## src/rtl/skinny_inv_sbox8_dom1_dep_hs.sv

```systemverilog
// First-order DOM-dep masked inverse SKINNY 8-bit S-box with valid/ready.
// Eight masked NOR gadgets in four layers read only the captured operands.

module skinny_inv_nor_gadget (
    input  logic       clk,
    input  logic       rst,
    input  logic       p1,
    input  logic       p0,
    input  logic       q1,
    input  logic       q0,
    input  logic       z1,
    input  logic       z0,
    input  logic [1:0] r,
    output logic       o1,
    output logic       o0
);
    logic a1, a0, b1, b0;
    logic g1_d, g1_q, g0_d, g0_q;
    logic t1_d, t1_q, t0_d, t0_q;

    // nor(p,q) = ~p & ~q; inverting one share negates the shared value
    always_comb begin
        a1 = ~p1;
        a0 = p0;
        b1 = ~q1;
        b0 = q0;
        g1_d = b1 ^ r[0];
        g0_d = b0 ^ r[0];
        t1_d = (a1 & r[0]) ^ r[1] ^ z1;
        t0_d = (a0 & r[0]) ^ r[1] ^ z0;
    end

    always_ff @(posedge clk) begin
        if (rst) begin
            g1_q <= 1'b0;
            g0_q <= 1'b0;
            t1_q <= 1'b0;
            t0_q <= 1'b0;
        end else begin
            g1_q <= g1_d;
            g0_q <= g0_d;
            t1_q <= t1_d;
            t0_q <= t0_d;
        end
    end

    // cross-domain term only uses the registered, blinded share
    assign o1 = (a1 & (b1 ^ g0_q)) ^ t1_q;
    assign o0 = (a0 & (b0 ^ g1_q)) ^ t0_q;
endmodule

module skinny_inv_sbox8_dom1_dep_hs (
    input  logic        clk,
    input  logic        rst,
    input  logic [7:0]  si1,
    input  logic [7:0]  si0,
    input  logic [15:0] r,
    input  logic        in_valid,
    output logic        in_ready,
    output logic [7:0]  bo1,
    output logic [7:0]  bo0,
    output logic        out_valid,
    input  logic        out_ready
);
    typedef enum logic [1:0] {
        IDLE,
        BUSY,
        DONE
    } state_t;

    state_t      state_q, state_d;
    logic [2:0]  cnt_q, cnt_d;
    logic [7:0]  y1_q, y1_d, y0_q, y0_d;
    logic [15:0] r_q, r_d;
    logic [7:0]  bo1_q, bo1_d, bo0_q, bo0_d;
    logic        out_valid_q, out_valid_d;

    logic [3:0]  l1_1, l1_0;
    logic [1:0]  l2_1, l2_0;
    logic        l3_1, l3_0, l4_1, l4_0;
    logic [7:0]  x1, x0;

    // layer 1
    skinny_inv_nor_gadget u_k0 (
        .clk(clk), .rst(rst),
        .p1(y1_q[3]), .p0(y0_q[3]),
        .q1(y1_q[1]), .q0(y0_q[1]),
        .z1(y1_q[0]), .z0(y0_q[0]),
        .r(r_q[1:0]),
        .o1(l1_1[0]), .o0(l1_0[0])
    );
    skinny_inv_nor_gadget u_k1 (
        .clk(clk), .rst(rst),
        .p1(y1_q[7]), .p0(y0_q[7]),
        .q1(y1_q[6]), .q0(y0_q[6]),
        .z1(y1_q[4]), .z0(y0_q[4]),
        .r(r_q[3:2]),
        .o1(l1_1[1]), .o0(l1_0[1])
    );
    skinny_inv_nor_gadget u_k2 (
        .clk(clk), .rst(rst),
        .p1(y1_q[2]), .p0(y0_q[2]),
        .q1(y1_q[7]), .q0(y0_q[7]),
        .z1(y1_q[1]), .z0(y0_q[1]),
        .r(r_q[5:4]),
        .o1(l1_1[2]), .o0(l1_0[2])
    );
    skinny_inv_nor_gadget u_k3 (
        .clk(clk), .rst(rst),
        .p1(y1_q[6]), .p0(y0_q[6]),
        .q1(y1_q[5]), .q0(y0_q[5]),
        .z1(y1_q[7]), .z0(y0_q[7]),
        .r(r_q[7:6]),
        .o1(l1_1[3]), .o0(l1_0[3])
    );

    // layer 2
    skinny_inv_nor_gadget u_k4 (
        .clk(clk), .rst(rst),
        .p1(y1_q[5]), .p0(y0_q[5]),
        .q1(l1_1[1]), .q0(l1_0[1]),
        .z1(y1_q[3]), .z0(y0_q[3]),
        .r(r_q[9:8]),
        .o1(l2_1[0]), .o0(l2_0[0])
    );
    skinny_inv_nor_gadget u_k5 (
        .clk(clk), .rst(rst),
        .p1(l1_1[1]), .p0(l1_0[1]),
        .q1(l1_1[0]), .q0(l1_0[0]),
        .z1(y1_q[5]), .z0(y0_q[5]),
        .r(r_q[11:10]),
        .o1(l2_1[1]), .o0(l2_0[1])
    );

    // layers 3 and 4
    skinny_inv_nor_gadget u_k6 (
        .clk(clk), .rst(rst),
        .p1(l1_1[0]), .p0(l1_0[0]),
        .q1(l2_1[0]), .q0(l2_0[0]),
        .z1(y1_q[2]), .z0(y0_q[2]),
        .r(r_q[13:12]),
        .o1(l3_1), .o0(l3_0)
    );
    skinny_inv_nor_gadget u_k7 (
        .clk(clk), .rst(rst),
        .p1(l1_1[2]), .p0(l1_0[2]),
        .q1(l3_1), .q0(l3_0),
        .z1(y1_q[6]), .z0(y0_q[6]),
        .r(r_q[15:14]),
        .o1(l4_1), .o0(l4_0)
    );

    assign x1 = {l1_1[2], l3_1, l1_1[3], l4_1,
                 l1_1[1], l1_1[0], l2_1[0], l2_1[1]};
    assign x0 = {l1_0[2], l3_0, l1_0[3], l4_0,
                 l1_0[1], l1_0[0], l2_0[0], l2_0[1]};

    assign in_ready = (state_q == IDLE) ||
                      ((state_q == DONE) && out_ready);

    always_comb begin
        state_d     = state_q;
        cnt_d       = cnt_q;
        y1_d        = y1_q;
        y0_d        = y0_q;
        r_d         = r_q;
        bo1_d       = bo1_q;
        bo0_d       = bo0_q;
        out_valid_d = out_valid_q;
        unique case (state_q)
            IDLE: begin
                if (in_valid) begin
                    y1_d    = si1;
                    y0_d    = si0;
                    r_d     = r;
                    cnt_d   = 3'd0;
                    state_d = BUSY;
                end
            end
            BUSY: begin
                if (cnt_q == 3'd4) begin
                    bo1_d       = x1;
                    bo0_d       = x0;
                    out_valid_d = 1'b1;
                    state_d     = DONE;
                end else begin
                    cnt_d = cnt_q + 3'd1;
                end
            end
            DONE: begin
                if (out_ready) begin
                    out_valid_d = 1'b0;
                    if (in_valid) begin
                        y1_d    = si1;
                        y0_d    = si0;
                        r_d     = r;
                        cnt_d   = 3'd0;
                        state_d = BUSY;
                    end else begin
                        state_d = IDLE;
                    end
                end
            end
            default: state_d = IDLE;
        endcase
    end

    always_ff @(posedge clk) begin
        if (rst) begin
            state_q     <= IDLE;
            cnt_q       <= 3'd0;
            y1_q        <= 8'h00;
            y0_q        <= 8'h00;
            r_q         <= 16'h0000;
            bo1_q       <= 8'h00;
            bo0_q       <= 8'h00;
            out_valid_q <= 1'b0;
        end else begin
            state_q     <= state_d;
            cnt_q       <= cnt_d;
            y1_q        <= y1_d;
            y0_q        <= y0_d;
            r_q         <= r_d;
            bo1_q       <= bo1_d;
            bo0_q       <= bo0_d;
            out_valid_q <= out_valid_d;
        end
    end

    assign bo1       = bo1_q;
    assign bo0       = bo0_q;
    assign out_valid = out_valid_q;
endmodule
```

## config.mk

```make
export PLATFORM = sky130hd
export DESIGN_NAME = skinny_inv_sbox8_dom1_dep_hs
export DESIGN_NICKNAME = d
export VERILOG_FILES = /design/src/rtl/skinny_inv_sbox8_dom1_dep_hs.sv
export SDC_FILE = /design/constraint.sdc
export NUM_CORES = 1
export LEC_CHECK = 0
export ABC_CLOCK_PERIOD_IN_PS = 8050
export CAP_MARGIN = 20
export CELL_PAD_IN_SITES_DETAIL_PLACEMENT = 0
export CELL_PAD_IN_SITES_GLOBAL_PLACEMENT = 1
export CORE_ASPECT_RATIO = 1.25
export CORE_MARGIN = 2
export CORE_UTILIZATION = 44
export CTS_CLUSTER_DIAMETER = 100
export CTS_CLUSTER_SIZE = 30
export DETAILED_ROUTE_END_ITERATION = 7
export PLACE_DENSITY = 0.84
export SLEW_MARGIN = 10
export SYNTH_ARGS = -nofsm -noshare
export SYNTH_HDL_FRONTEND = slang
export SYNTH_HIERARCHICAL = 1
export SYNTH_SLANG_ARGS = --single-unit
```

## constraint.sdc

```tcl
create_clock -name clk -period 8.05 [get_ports clk]
set_input_delay 1.61 -clock clk [delete_from_list [all_inputs] [get_ports clk]]
set_output_delay 1.61 -clock clk [all_outputs]
set_load 0.01 [all_outputs]
```

== Word-level counts from Yosys, hierarchy flattened ==
Index checks and enable logic that the tools add are counted.
Widths: inputs -> output; s select.

* Flip-flop bits (word level): 86
* Bits of input ports: 36
* Output and inout port bits: 18
* Word-level logic and storage cells: 203

* Add/subtract/negate cells: 1
* Equal/unequal tests: 7
* Muxes and demuxes: 21
* Bitwise logic cells: 123
* Reductions and logical operators: 11

{| class="wikitable"
|+ Operator list
! operator !! number
|-
| $xor 1x1->1 || 80
|-
| $and 1x1->1 || 32
|-
| $mux 16 || 2
|-
| $mux 8 || 4
|-
| $pmux 16 s2 || 1
|-
| $pmux 8 s2 || 2
|-
| $not 1->1 || 11
|-
| $mux 3 || 3
|-
| $pmux 3 s3 || 1
|-
| $reduce_and 3->1 || 3
|-
| $ne 2x2->1 const B || 4
|-
| $mux 2 || 3
|-
| $pmux 2 s3 || 1
|-
| $reduce_and 2->1 || 2
|-
| $reduce_bool 2->1 || 2
|-
| $add 3x1->3 const B || 1
|-
| $eq 3x3->1 const B || 1
|-
| $mux 1 || 3
|-
| $reduce_bool 3->1 || 1
|-
| $eq 2x1->1 const B || 1
|-
| $eq 2x2->1 const B || 1
|-
| $logic_not 2->1 || 1
|-
| $pmux 1 s2 || 1
|-
| $logic_and 1x1->1 || 1
|-
| $logic_or 1x1->1 || 1
|}

== Depth between registers and ports, before layout ==
* Depth after elaboration: 16
* Depth in mapped cells: 14
* Gate-level depth less buffers: 14

== By module ==
The synthesis kept the hierarchy.

{| class="wikitable"
|+ Modules (own cells, without submodules)
! module !! times used !! cells an instance !! area each (sq um) !! seq. area each (sq um)
|-
| skinny_inv_sbox8_dom1_dep_hs || 1 || 255 || 2193.4 || 1081.0
|-
| skinny_inv_nor_gadget || 8 || 22 || 200.2 || 80.1
|}

== Worst setup path after synthesis ==
Ideal clock, no wire load.

* Path type: input to output
* From: input out_ready
* To: output in_ready
* Data arrival time: 2.078 ns
* Required time: 6.440 ns
* Setup slack: 4.362 ns
* Cell stages on the path: 4
* Buffers on the path: 2
* Cells stage by stage: nor2b_1 > buf_4 > buf_6 > nor2_1

* Longest elaborated chain between the ends: 2

{| class="wikitable"
|+ RTL lines
! item !! line !! text
|-
| from (decl) || 63 || <nowiki>input logic out_ready</nowiki>
|-
| $logic_and 1x1->1 || 159 || <nowiki>((state_q == DONE) && out_ready);</nowiki>
|-
| $logic_or 1x1->1 || 158 || <nowiki>assign in_ready = (state_q == IDLE) ||</nowiki>
|-
| to (decl) || 59 || <nowiki>output logic in_ready,</nowiki>
|}

No other way between the ends.

== Worst setup path in the final report ==
Same ends and word-level chain as after synthesis.

==> impl_metrics.ini <==
[outcome]
status = completed

[global_route]
grt_pass1_wl_um = 12600
grt_max_degree = 87
overflow = 0
grt_pass1_vias = 2675
antenna_found_initial = 0
grtUsageTotal_pct = 17.3

[clocking]
cts_tree = built
clockRootBuffer = clkbuf_8
htreeDepth = 3
clock_sinks = 86
postCtsHoldBufs = 0
insertion_delay_ns = 0.35
cts_max_path_buffers = 2
cts.reportedPaths.clkPinSlew_ns = 0.07
cts_buffers = 9
postCtsSetupRepairBufs = 0
post_cts_resized = 0

[sta]
setup_slack_ns = 3.37
rsz0062_at_grt = no
finalHoldWorstSlack_ns = 0.454
fin_skew_ns = 0.00898
worst_slew_pin_slew_ns = 0.930
fmax_mhz = 214
slew_headroom_pct = 38.0
hold_viol = 0
finalCriticalPeriod_ns = 4.68
drv_slew = 0
setup_viol = 0
finalCritPeriodShare_pct = 58.1
tns_ns = 0

[routing]
drt-pass1-iter-count = 4
drc = 0
first_iter_violations = 173
via_count = 2848
vias_per_cell = 4.94
drtAntennaViolNets = 0
wl_um = 7490
routedWlPerCell_um = 13.0

[critical_path]
worstSetupPathType = in2out
reg2regPathDepth = 14
slowest_stage = clkdlybuf4s50_1
start_kind = primary input
cp_max_fo = 36
worstPathArrival_ns = 3.07
cp_common_cell = clkdlybuf4s50_1
required_ns = 6.44
critPathCaptureType = primary output
crit_chain = clkdlybuf4s50_1 > nor2b_2 > buf_4 > nor2_1 > clkdlybuf4s50_1
cpPeakStageDelay_ns = 0.54

[floorplanning]
fp-row-count = 37
die_area_um2 = 9390
core_area_um2 = 8290
ios = 54
start_util_pct = 45.8
die_w_um = 87.1
die_h_um = 108

[synth]
synth_nets = 469
synth-seq-cells = 86
synth_seq_area_share_pct = 45.4
syn_inst = 431
yosysWarnings = 6
avgSynthCellArea_um2 = 8.80
synth.distinct_cells = 30
post_synth_instance_area_um2 = 3790

[power_and_ir_drop]
p_clk_share_pct = 29.6
power.total_uw = 888
ir_drop_uv = 87.2
p_leak_uw = 0.00168
p_switching_uw = 241
p_seq_share_pct = 53.9
switching_share_pct = 27.2
p_comb_share_pct = 16.5
p_per_area_nw_per_um2 = 199
intPower_uw = 647

[finish]
fin_nets = 512
syn2layout_area_growth_pct = 17.8
antenna_cells = 0
drive_above_1_share_pct = 7.10

[placement]
place.gp.congestion = 0.755
io_buffers = 53
place_ws_ns = 3.36
post-dp-hpwl_um = 4870

[job]
max_cap_violations = 0

[min_path]
hold_path.class = reg2reg
whs_path_depth = 2
==> cell families (layout without fill, tap and decap cells) <==
family,count (synthesis),count (layout),synth area share (%)
flops,86,86,45.4
compound gates,89,89,13.1
xor+xnor,81,81,18.7
fa+ha+maj,2,2,0.659
simple gates,146,146,17.5
buf+inv,27,75,4.75
==> per-stage QoR <==
step	cells	instance area [µm²]	util, %
after global placement	560	4300	51.9
final	576	4470	53.9
after detailed placement	560	4300	51.9
after CTS	576	4470	53.9
after floorplan	431	3790	-
after global routing	576	4470	53.9
==> cells in the mapped netlist <==
master / number / area share [%]
buf_1: 1 / 0.099
o221ai_1: 3 / 0.69
xor2_1: 41 / 9.5
a21oi_1: 44 / 5.8
nor2b_2: 1 / 0.23
nand4b_2: 1 / 0.40
nor2b_1: 9 / 1.5
xnor2_1: 40 / 9.2
o21ai_1: 4 / 0.53
buf_6: 5 / 1.5
nand3_1: 34 / 4.5
nor3_1: 1 / 0.13
nor2_1: 43 / 4.3
dfxtp_1: 86 / 45
buf_12: 1 / 0.53
and4b_1: 1 / 0.26
nand3b_1: 1 / 0.20
clkbuf_1: 4 / 0.40
inv_1: 2 / 0.20
and2b_1: 1 / 0.20
o21ai_0: 28 / 3.7
buf_4: 3 / 0.59
nand2_1: 50 / 4.9
nand2b_4: 1 / 0.36
nand2b_1: 2 / 0.33
a21oi_2: 9 / 2.1
ha_1: 2 / 0.66
and2_2: 1 / 0.20
o21ba_2: 1 / 0.26
buf_2: 11 / 1.5
==> area by class of cell <==
| class | count | area [µm²] |
|---|---|---|
| inverters | 2 | 7.51 |
| clock buffers | 12 | 145 |
| fillers | 798 | 3820 |
| multi-input cells | 318 | 1900 |
| well taps | 97 | 121 |
| flip-flops and latches | 86 | 1720 |
| clock inverters | 4 | 22.5 |
| repair buffers | 57 | 556 |
==> metal layers <==
layer	vias to the layer above	GRT usage, %	part of all wire [%]
li1	1496	-	-
met1	1290	22.2	48
met2	52	27.8	47
met3	10	2.76	3.2
met4	0	8.82	2.0
met5	-	0	0
==> final timing paths <==
| check | slack [ns] | start | to |
|---|---|---|---|
| min reg2reg | 0.45 | bo1[3] | bo1[3] |
| max reg2reg | 4.95 | y0_q[6] | bo0[4] |
| min | 0.45 | bo1[3] | bo1[3] |
| max | 3.37 | out_ready | in_ready |
==> flip-flops by register name, indices dropped and copies added, names as in the netlist, 2 cells and up <==
signal	flops
state_q	2
cnt_q	3
bo0	8
y0_q	8
y1_q	8
r_q	16
bo1	8
==> power by group through the flow <==
stage,Combinational [µW],Sequential [µW],Clock (µW)
after global routing,166,482,288
after CTS,147,479,271
after global placement,144,488,0
after floorplan,111,482,0
final,146,478,263
after detailed placement,147,489,0
==> critical path: cells and delay by family <==
kind / cells / cell delay (ns)
buf+inv: 3 / 1.28
simple gates: 2 / 0.17
==> cell usage in the layout (no fill, tap or decap), drive strengths merged <==
cell           netlist  routed
a21oi               53      53
and2                 1       1
and2b                1       1
and4b                1       1
buf                 21       5
clkbuf               4      12
clkdlybuf4s50        0      52
clkinv               0       3
clkinvlp             0       1
dfxtp               86      86
ha                   2       2
inv                  2       2
nand2               50      50
nand2b               3       3
nand3               34      34
nand3b               1       1
nand4b               1       1
nor2                43      43
nor2b               10      10
nor3                 1       1
o21ai               32      32
o21ba                1       1
o221ai               3       3
xnor2               40      40
xor2                41      41
(Power assumes the default switching activity.)
